==> config.mk <==
export PLATFORM = sky130hd
export DESIGN_NAME = lbist_sequencer
export DESIGN_NICKNAME = d
export VERILOG_FILES = /design/src/rtl/lbist_sequencer.sv
export SDC_FILE = /design/constraint.sdc
export NUM_CORES = 1
export LEC_CHECK = 0
export ABC_AREA = 0
export ABC_CLOCK_PERIOD_IN_PS = 3600
export BUFFER_PORTS_ARGS = -buffer_cell sky130_fd_sc_hd__buf_2
export CORE_UTILIZATION = 39
export DETAILED_ROUTE_END_ITERATION = 10
export PLACE_DENSITY_LB_ADDON = 0.05
export SETUP_SLACK_MARGIN = 0.1
export SYNTH_ARGS = -nofsm -noshare
export SYNTH_HDL_FRONTEND = slang
export SYNTH_SLANG_ARGS = --single-unit
export TNS_END_PERCENT = 50
==> constraint.sdc <==
create_clock -name clk_i -period 3.6 [get_ports clk_i]
set_input_delay 0.54 -clock clk_i [delete_from_list [all_inputs] [get_ports clk_i]]
set_output_delay 0.54 -clock clk_i [all_outputs]
set_load 0.01 [all_outputs]
==> src/rtl/lbist_sequencer.sv <==
// Logic-BIST run sequencer: steps seed load, scan shift/capture per pattern,
// a final unload flush and a signature compare, all with registered Moore outputs.
module lbist_sequencer #(
  parameter int CHAIN_LEN         = 24,
  parameter int PATTERNS_PER_SEED = 200,
  parameter int SEED_NUM          = 10,
  parameter int MISR_W            = 16,
  parameter int MISR_GOLDEN       = 13984,
  localparam int SEED_W           = (SEED_NUM > 1) ? $clog2(SEED_NUM) : 1
) (
  input  logic              clk_i,
  input  logic              rst_ni,
  input  logic              start_i,
  input  logic [MISR_W-1:0] misr_sig_i,
  output logic              test_mode_o,
  output logic              lbist_en_o,
  output logic              scan_en_o,
  output logic              seed_load_o,
  output logic [SEED_W-1:0] seed_idx_o,
  output logic              lfsr_en_o,
  output logic              misr_clr_o,
  output logic              misr_en_o,
  output logic              busy_o,
  output logic              done_o,
  output logic              go_nogo_o
);

  localparam int SH_W  = (CHAIN_LEN > 1) ? $clog2(CHAIN_LEN) : 1;
  localparam int PAT_W = (PATTERNS_PER_SEED > 1) ? $clog2(PATTERNS_PER_SEED) : 1;

  localparam logic [SH_W-1:0]   SH_LAST   = SH_W'(CHAIN_LEN - 1);
  localparam logic [PAT_W-1:0]  PAT_LAST  = PAT_W'(PATTERNS_PER_SEED - 1);
  localparam logic [SEED_W-1:0] SEED_LAST = SEED_W'(SEED_NUM - 1);
  localparam logic [MISR_W-1:0] GOLDEN    = MISR_W'(MISR_GOLDEN);

  typedef enum logic [2:0] {
    ST_IDLE,
    ST_INIT,
    ST_LOAD,
    ST_SHIFT,
    ST_CAPTURE,
    ST_FLUSH,
    ST_COMPARE,
    ST_DONE
  } state_t;

  state_t             r_state;
  logic [SH_W-1:0]    r_shift;
  logic [PAT_W-1:0]   r_pat;
  logic [SEED_W-1:0]  r_seed;

  state_t             w_state_nx;
  logic [SH_W-1:0]    w_shift_nx;
  logic [PAT_W-1:0]   w_pat_nx;
  logic [SEED_W-1:0]  w_seed_nx;
  logic               w_run_nx;

  always_comb begin
    w_state_nx = r_state;
    w_shift_nx = r_shift;
    w_pat_nx   = r_pat;
    w_seed_nx  = r_seed;
    case (r_state)
      ST_IDLE, ST_DONE: begin
        if (start_i) w_state_nx = ST_INIT;
      end
      ST_INIT: begin
        w_seed_nx  = '0;
        w_pat_nx   = '0;
        w_shift_nx = '0;
        w_state_nx = ST_LOAD;
      end
      ST_LOAD: begin
        w_shift_nx = '0;
        w_state_nx = ST_SHIFT;
      end
      ST_SHIFT: begin
        if (r_shift == SH_LAST) begin
          w_shift_nx = '0;
          w_state_nx = ST_CAPTURE;
        end else begin
          w_shift_nx = r_shift + 1'b1;
        end
      end
      ST_CAPTURE: begin
        if (r_pat != PAT_LAST) begin
          w_pat_nx   = r_pat + 1'b1;
          w_state_nx = ST_SHIFT;
        end else if (r_seed != SEED_LAST) begin
          w_seed_nx  = r_seed + 1'b1;
          w_pat_nx   = '0;
          w_state_nx = ST_LOAD;
        end else begin
          w_state_nx = ST_FLUSH;
        end
      end
      ST_FLUSH: begin
        if (r_shift == SH_LAST) begin
          w_shift_nx = '0;
          w_state_nx = ST_COMPARE;
        end else begin
          w_shift_nx = r_shift + 1'b1;
        end
      end
      ST_COMPARE: w_state_nx = ST_DONE;
      default:    w_state_nx = ST_IDLE;
    endcase
  end

  assign w_run_nx = (w_state_nx != ST_IDLE) && (w_state_nx != ST_DONE);

  // Outputs are registered from the next-state decode, so they line up
  // cycle-for-cycle with the state they describe.
  always_ff @(posedge clk_i or negedge rst_ni) begin
    if (!rst_ni) begin
      r_state     <= ST_IDLE;
      r_shift     <= '0;
      r_pat       <= '0;
      r_seed      <= '0;
      test_mode_o <= 1'b0;
      lbist_en_o  <= 1'b0;
      scan_en_o   <= 1'b0;
      seed_load_o <= 1'b0;
      seed_idx_o  <= '0;
      lfsr_en_o   <= 1'b0;
      misr_clr_o  <= 1'b0;
      misr_en_o   <= 1'b0;
      busy_o      <= 1'b0;
      done_o      <= 1'b0;
      go_nogo_o   <= 1'b0;
    end else begin
      r_state     <= w_state_nx;
      r_shift     <= w_shift_nx;
      r_pat       <= w_pat_nx;
      r_seed      <= w_seed_nx;
      test_mode_o <= w_run_nx;
      lbist_en_o  <= w_run_nx;
      busy_o      <= w_run_nx;
      scan_en_o   <= (w_state_nx == ST_SHIFT) || (w_state_nx == ST_FLUSH);
      misr_en_o   <= (w_state_nx == ST_SHIFT) || (w_state_nx == ST_FLUSH);
      lfsr_en_o   <= (w_state_nx == ST_SHIFT);
      seed_load_o <= (w_state_nx == ST_LOAD);
      seed_idx_o  <= w_run_nx ? w_seed_nx : '0;
      misr_clr_o  <= (w_state_nx == ST_INIT);
      done_o      <= (w_state_nx == ST_DONE);
      if (w_state_nx == ST_INIT) begin
        go_nogo_o <= 1'b0;
      end else if (r_state == ST_COMPARE) begin
        go_nogo_o <= (misr_sig_i == GOLDEN);
      end
    end
  end

endmodule

==> metrics.md, run 1 <==
| Metric | Value |
|---|---|
| Status | finished clean |
| Register area share after synthesis | 44.7% |
| CTS buffer count | 5 |
| Final period util | 59.3% |
| Number of max-cap violations | 0 |
| HPWL Detailed | 2.68 mm |
| Most Frequent Cell on Critical Path | inv_1 |
| Routed WL | 3.65 mm |
| Clk buf depth | 2 |
| Antenna Nets Post-Route | 0 |
| RSZ-0062 raised after global routing | no |
| Crit. End Element | flip-flop |
| Initial antenna violation count | 0 |
| Post-Syn Area | 0.00173 mm² |
| Clk slew on worst S/H paths | 70 ps |
| Syn_nets | 212 |
| Hold-fix buffers, CTS | 0 |
| Syn avg cell area | 9.18 µm² |
| Rel. slew slack | 52.1% |
| Max Freq | 468 MHz |
| CP startpoint kind | flip-flop |
| Syn Inst Count | 189 |
| Non-Filler Instances | 270 |
| Post-CTS Setup Inserts | 0 |
| Clk_lat worst skew | 290 ps |
| R2R depth | 6 |
| Vias in the first global route | 1412 |
| Critical Path AT | 2360 ps |
| Final WS setup | 1470 ps |
| Req. time, crit path | 3820 ps |
| Synth unique cells | 46 |
| Largest net degree at the start of global routing | 32 |
| Core area | 0.00414 mm² |
| Post-Route Skew | 9.37 ps |
| Final Hold Viols | 0 |
| Slowest stage delay, CP | 810 ps |
| Final Cell Area | 0.00202 mm² |
| Grt total ovfl | 0 |
| Final setup viols | 0 |
| PwrDens | 562 mW/mm² |
| Leak pwr | 0.931 nW |
| Clock root cell | clkbuf_8 |
| Fillers | 417 |
| IO Count | 33 |
| WL per Instance | 13.5 µm |
| FF-to-FF End | r_pat[6] |
| First-pass GRT wire length | 6.31 mm |
| #FFs+latches synth | 31 |
| Final setup TNS | 0 ps |
| Total track usage | 18.3% |
| Hold Crit Class | in -> async |
| Post-cts sizing count | 0 |
| Tot Pwr | 1.13 mW |
| Register area | 776 µm² |
| Placed cell area | 0.00190 mm² |
| DR DRC count | 0 |
| Placed cells | 262 |
| Max-slew violation count | 0 |
| Area delta synth->final | 16.2% |
| Critical-path cell list | inv_1, nand2_1, and2_1, inv_1, or4_1, o21ai_2 |
| Row cnt | 23 |
| Tmin final | 2140 ps |
| Post-synth top area share | 44.7% |
| Vias per cell | 5.43 |
| Fin Hold WS | 298 ps |
| Worst Tran Pin Value | 719 ps |
| Starting Density | 41.8% |
| Fraction of layout cells with a size suffix above 1 | 22.3% |
| WS Path Type | reg -> reg |
| Via count | 1466 |
| Pre-CTS setup slack | 1500 ps |
| Area of the multi-input gates | 877 µm² |
| Die height | 68.7 µm |
| Post-synth top area cell | dfrtp_1 |
| Util after Layout | 48.6% |
| Largest cells by area after synthesis | dfrtp_1 (45%), o21ai_0 (5.5%), nand2_1 (5.0%) |
| Crit-path max FO | 22 |
| Total of warnings raised by yosys | 0 |
| Slowest CP cell | dfrtp_1 |
| Fin nets | 242 |
| R2r setup slk | 1470 ps |
| Worst R2R Start | r_state[1] |
| Die X-Extent | 68.7 µm |
| H-tree Lvls | 2 |
| ANT cells | 0 |
| GP Congestion | 0.787 |
| Clock sinks | 31 |
| Die area | 0.00472 mm² |
| Drt pass-1 iters | 4 |
| Crit. Startpoint | r_state[1] |
| Number of DRC markers in iteration 0 | 71 |
| Peak supply drop | 218 µV |
| PortBufs | 32 |
| Worst setup endpoint | r_pat[6] |
| TritonCTS clock tree | yes |
==> cell usage after synthesis, drive strengths merged <==
master and n:
inv 6, o311ai 1, nor3b 2, o211ai 1, nor3 6, and3 6, a32oi 2, ha 4
or4 2, nand3b 1, a211o 1, nor2 14, or4b 1, a31oi 2, nand3 12, or3 2
nor4b 5, dfrtp 31, a21oi 7, nand2 23, o31ai 1, o22ai 1, xnor2 2, o21a 1
a211oi 2, o21ai 24, buf 4, a22oi 2, nand4b 1, clkbuf 5, nor2b 2, nand2b 1
nand4 3, and2 5, xor2 2, nor4 1, and4b 3
==> state kept, by name (all words and copies together), names as in the netlist <==
name,cells
r_state,3
seed_idx_o,4
go_nogo_o,1
busy_o,1
misr_clr_o,1
r_pat,8
done_o,1
r_shift,5
lfsr_en_o,1
seed_load_o,1
r_seed,4
misr_en_o,1
==> critical path: cells and delay by family (launching register included) <==
kind | cells | cell delay [ps]
flip-flops | 1 | 810
buffers and inverters | 2 | 310
AND/OR/NAND/NOR | 3 | 870
AO/OA/AOI/OAI | 1 | 70
==> logic make-up (layout without fill, tap and decap cells) <==
group,Yosys count,after routing,synth area share (%)
xor gates and xnor gates,4,4,2.02
buffers and inverters,15,46,4.69
adders and majority gates,4,4,2.89
and+or+nand+nor,90,90,29.7
DFF,31,31,44.7
AOI/OAI and AO/OA,45,45,15.9
==> final cells by class <==
class	instances	area share, %
sequential	31	38.5
tap	50	3.10
clock inverter	2	1.74
inverter	6	1.12
multi-input combinational	143	43.5
timing repair buffer	32	7.95
clock buffer	6	4.10
==> placed cells by master (no fill, tap or decap), types with 3 or more instances in the layout <==
cell / netlist / final
a21oi_1: 6 / 6
and2_1: 5 / 5
and3_1: 4 / 4
and4b_1: 3 / 3
buf_2: 0 / 32
clkbuf_8: 1 / 6
dfrtp_1: 31 / 31
ha_1: 4 / 4
inv_1: 6 / 6
nand2_1: 23 / 23
nand3_1: 12 / 12
nand4_1: 3 / 3
nor2_1: 13 / 13
nor3_1: 6 / 6
nor4b_1: 4 / 4
o21ai_0: 19 / 19
o21ai_1: 4 / 4
==> power by group <==
| part | total, mW | switching [mW] | internal, mW |
|---|---|---|---|
| registers | 0.483 | 0.0832 | 0.399 |
| logic | 0.296 | 0.177 | 0.119 |
| clock network | 0.354 | 0.130 | 0.224 |
| total | 1.13 | 0.390 | 0.742 |
==> how the worst min path moves through the flow <==
stage                  to  depth (start not counted)  slack (ps)
6_report         r_pat[4]                          1         300
5_1_grt         lfsr_en_o                          1         340
4_1_cts        r_state[1]                          1         320
3_5_place_dp     r_pat[1]                          2         520
3_3_place_gp     r_pat[1]                          2         500
2_1_floorplan      busy_o                          0         240
==> per-layer routing <==
| metal | vias up | part of all wire (%) | GRT usage [%] |
|---|---|---|---|
| li1 | 744 | - | - |
| met1 | 685 | 51 | 23.9 |
| met2 | 31 | 43 | 28.3 |
| met3 | 6 | 4.7 | 4.93 |
| met4 | 0 | 1.5 | 8.07 |
| met5 | - | 0 | 0 |
Power figures use the tool's default switching activity.
==> run 2, diff against run 1 <==
--- a/config.mk
+++ b/config.mk
@@ -6,7 +6,7 @@
 export NUM_CORES = 1
 export LEC_CHECK = 0
 export ABC_AREA = 0
-export ABC_CLOCK_PERIOD_IN_PS = 3600
+export ABC_CLOCK_PERIOD_IN_PS = 1900
 export BUFFER_PORTS_ARGS = -buffer_cell sky130_fd_sc_hd__buf_2
 export CORE_UTILIZATION = 39
 export DETAILED_ROUTE_END_ITERATION = 10
==> constraint.sdc (replaced) <==
create_clock -name clk_i -period 1.9 [get_ports clk_i]
set_input_delay 0.285 -clock clk_i [delete_from_list [all_inputs] [get_ports clk_i]]
set_output_delay 0.285 -clock clk_i [all_outputs]
set_load 0.01 [all_outputs]
==> metrics.md, run 2 (synthesis gave the netlist of run 1 again) <==
| Metric | Value |
|---|---|
| Fin Hold WS | 50.5 ps (-248 ps) |
| Clock root cell | clkbuf_8 |
| Pre-CTS setup slack | -39.1 ps (-1540 ps) |
| Die X-Extent | 68.7 µm (unchanged) |
| Initial antenna violation count | 0 (unchanged) |
| Final WS setup | 16.4 ps (-1450 ps) |
| Largest net degree at the start of global routing | 32 (unchanged) |
| WS Path Type | reg -> reg |
| Biggest register | r_pat |
| DR DRC count | 0 (unchanged) |
| Most frequent cells in the layout | buf_2 (32), dfrtp_1 (31), nand2_1 (23) |
| Final Cell Area | 0.00224 mm² (+11%) |
| CTS buffer count | 5 (unchanged) |
| Drt pass-1 iters | 4 (unchanged) |
| Fillers | 383 (-8.2%) |
| Starting Density | 41.8% (unchanged) |
| Placed cell area | 0.00204 mm² (+7.6%) |
| GP Congestion | 0.841 (+6.9%) |
| PortBufs | 32 (unchanged) |
| Crit. Startpoint | r_pat[6] |
| Register area | 776 µm² (unchanged) |
| Die height | 68.7 µm (unchanged) |
| Vias per cell | 5.50 (+1.2%) |
| Die area | 0.00472 mm² (unchanged) |
| Antenna Nets Post-Route | 0 (unchanged) |
| FF-to-FF End | r_pat[6] |
| Critical Path AT | 2070 ps (-290 ps) |
| Fin nets | 264 (+9.1%) |
| ANT cells | 0 (unchanged) |
| Row cnt | 23 (unchanged) |
| Hold-fix buffers, CTS | 0 (unchanged) |
| Grt total ovfl | 0 (unchanged) |
| Max Freq | 531 MHz (+13%) |
| Switching share of power | 34.6% (+0.10 points) |
| Clk_lat worst skew | 290 ps (about the same) |
| R2r setup slk | 20 ps (-1450 ps) |
| Core area | 0.00414 mm² (unchanged) |
| Rel. slew slack | 52.5% (+0.44 points) |
| H-tree Lvls | 2 (unchanged) |
| Area delta synth->final | 28.9% |
| Final Hold Viols | 0 (unchanged) |
| Crit-path max FO | 5 (-77%) |
| Crit. End Element | flip-flop |
| Hold Crit Class | in -> async |
| Final period util | 99.1% (+40 points) |
| Largest register FFs | 8 (unchanged) |
| Total track usage | 19.7% (+1.4 points) |
| Flop pwr share | 36.8% (-5.8 points) |
| P_int | 1.50 mW (+100%) |
| Fraction of layout cells with a size suffix above 1 | 32.6% (+10 points) |
| HPWL Detailed | 2.95 mm (+10%) |
| Post-Route Skew | 8.56 ps (-0.804 ps) |
| TritonCTS clock tree | yes |
| Commonest non-fill, non-tap cell in the layout | buf_2 |
| PwrDens | 1020 mW/mm² (+82%) |
| Number of DRC markers in iteration 0 | 88 (+24%) |
| Clk slew on worst S/H paths | 70 ps (about the same) |
| Peak supply drop | 448 µV (+110%) |
| Worst R2R Start | r_pat[6] |
| Gate power share | 33.5% (+7.4 points) |
| IO Count | 33 (unchanged) |
| Clock sinks | 31 (unchanged) |
| Tmin final | 1880 ps (-251 ps) |
| Clk buf depth | 2 (unchanged) |
| First-pass GRT wire length | 6.84 mm (+8.3%) |
| Largest regs | r_pat x8, r_shift x5 |
| Leak pwr | 1.06 nW (+14%) |
| R2R depth | 5 (-1) |
| Switching power | 0.790 mW (+100%) |
| Final setup viols | 0 (unchanged) |
| WL per Instance | 14.2 µm (+4.7%) |
| Max-slew violation count | 0 (unchanged) |
| Routed WL | 4.13 mm (+13%) |
| Number of max-cap violations | 0 (unchanged) |
| CP startpoint kind | flip-flop |
| Via count | 1605 (+9.5%) |
| Worst Tran Pin Value | 713 ps (-6.60 ps) |
| Vias in the first global route | 1473 (+4.3%) |
| Req. time, crit path | 2080 ps (-1740 ps) |
| RSZ-0062 raised after global routing | yes |
| Clock power frac | 29.7% (-1.5 points) |
| Status | finished clean |
| Area of the multi-input gates | 936 µm² (+6.7%) |
==> run 2: layout make-up <==
cell class	instances	share of cell area (%)
Timing Repair Buffer	53	14.4
Clock buffer	6	3.69
Sequential cell	31	34.7
Inverter	6	1.01
Tap cell	50	2.80
Multi-Input combinational cell	144	41.9
Clock inverter	2	1.57
==> run 2: how the worst max path moves through the flow <==
stage                                to  cells past startpoint  slack (ps)
after global placement         r_pat[6]                      5           8
after detailed placement       r_pat[6]                      5         -40
after floorplan                r_pat[6]                      5          20
after global routing      seed_idx_o[3]                      6         -50
final                          r_pat[6]                      5          20
after CTS                      r_pat[6]                      5          -5
==> run 2: worst max-delay path, stage by stage, from the launching register on <==
cell and delay (ps):
dfrtp_1 430, or4b_4 490, or3_4 420, a21oi_4 230
or4_4 170, o21ai_2 40
==> run 2: timing repair <==
| item | 4_1_cts | 5_1_grt |
|---|---|---|
| setup endpoints to repair | 9 | 16 |
| gates cloned | 1 | 0 |
| buffers inserted | 1 | 2 |
| resized for setup | 3 | 12 |
| pin swaps | 5 | 9 |
==> run 2: routing by layer <==
metal,part of all wire [%],wire length [µm],GRT usage (%),vias to the layer above
met5,0,0,0,-
met4,0.63,26,5.73,0
met3,5.0,206,4.61,4
met2,46,1880,30.9,52
met1,49,2020,26.8,756
li1,-,-,-,793
==> run 2: per-stage QoR <==
stage               TNS (ps)  instances  utilization [%]  total power, mW
global placement           0        280             49.3             1.57
detailed placement     -39.1        280             49.3             1.59
global route           -89.1        292             54.0             2.44
floorplan                  0        189                -             1.35
finish                     0        292             54.0             2.29
CTS                    -4.89        290             52.7             2.28
==> run 2: power groups by stage <==
stage	logic, mW	registers [mW]	clock network, mW
2_1_floorplan	0.495	0.855	0
3_3_place_gp	0.722	0.852	0
3_5_place_dp	0.734	0.853	0
4_1_cts	0.743	0.842	0.696
5_1_grt	0.857	0.862	0.721
6_report	0.765	0.842	0.679
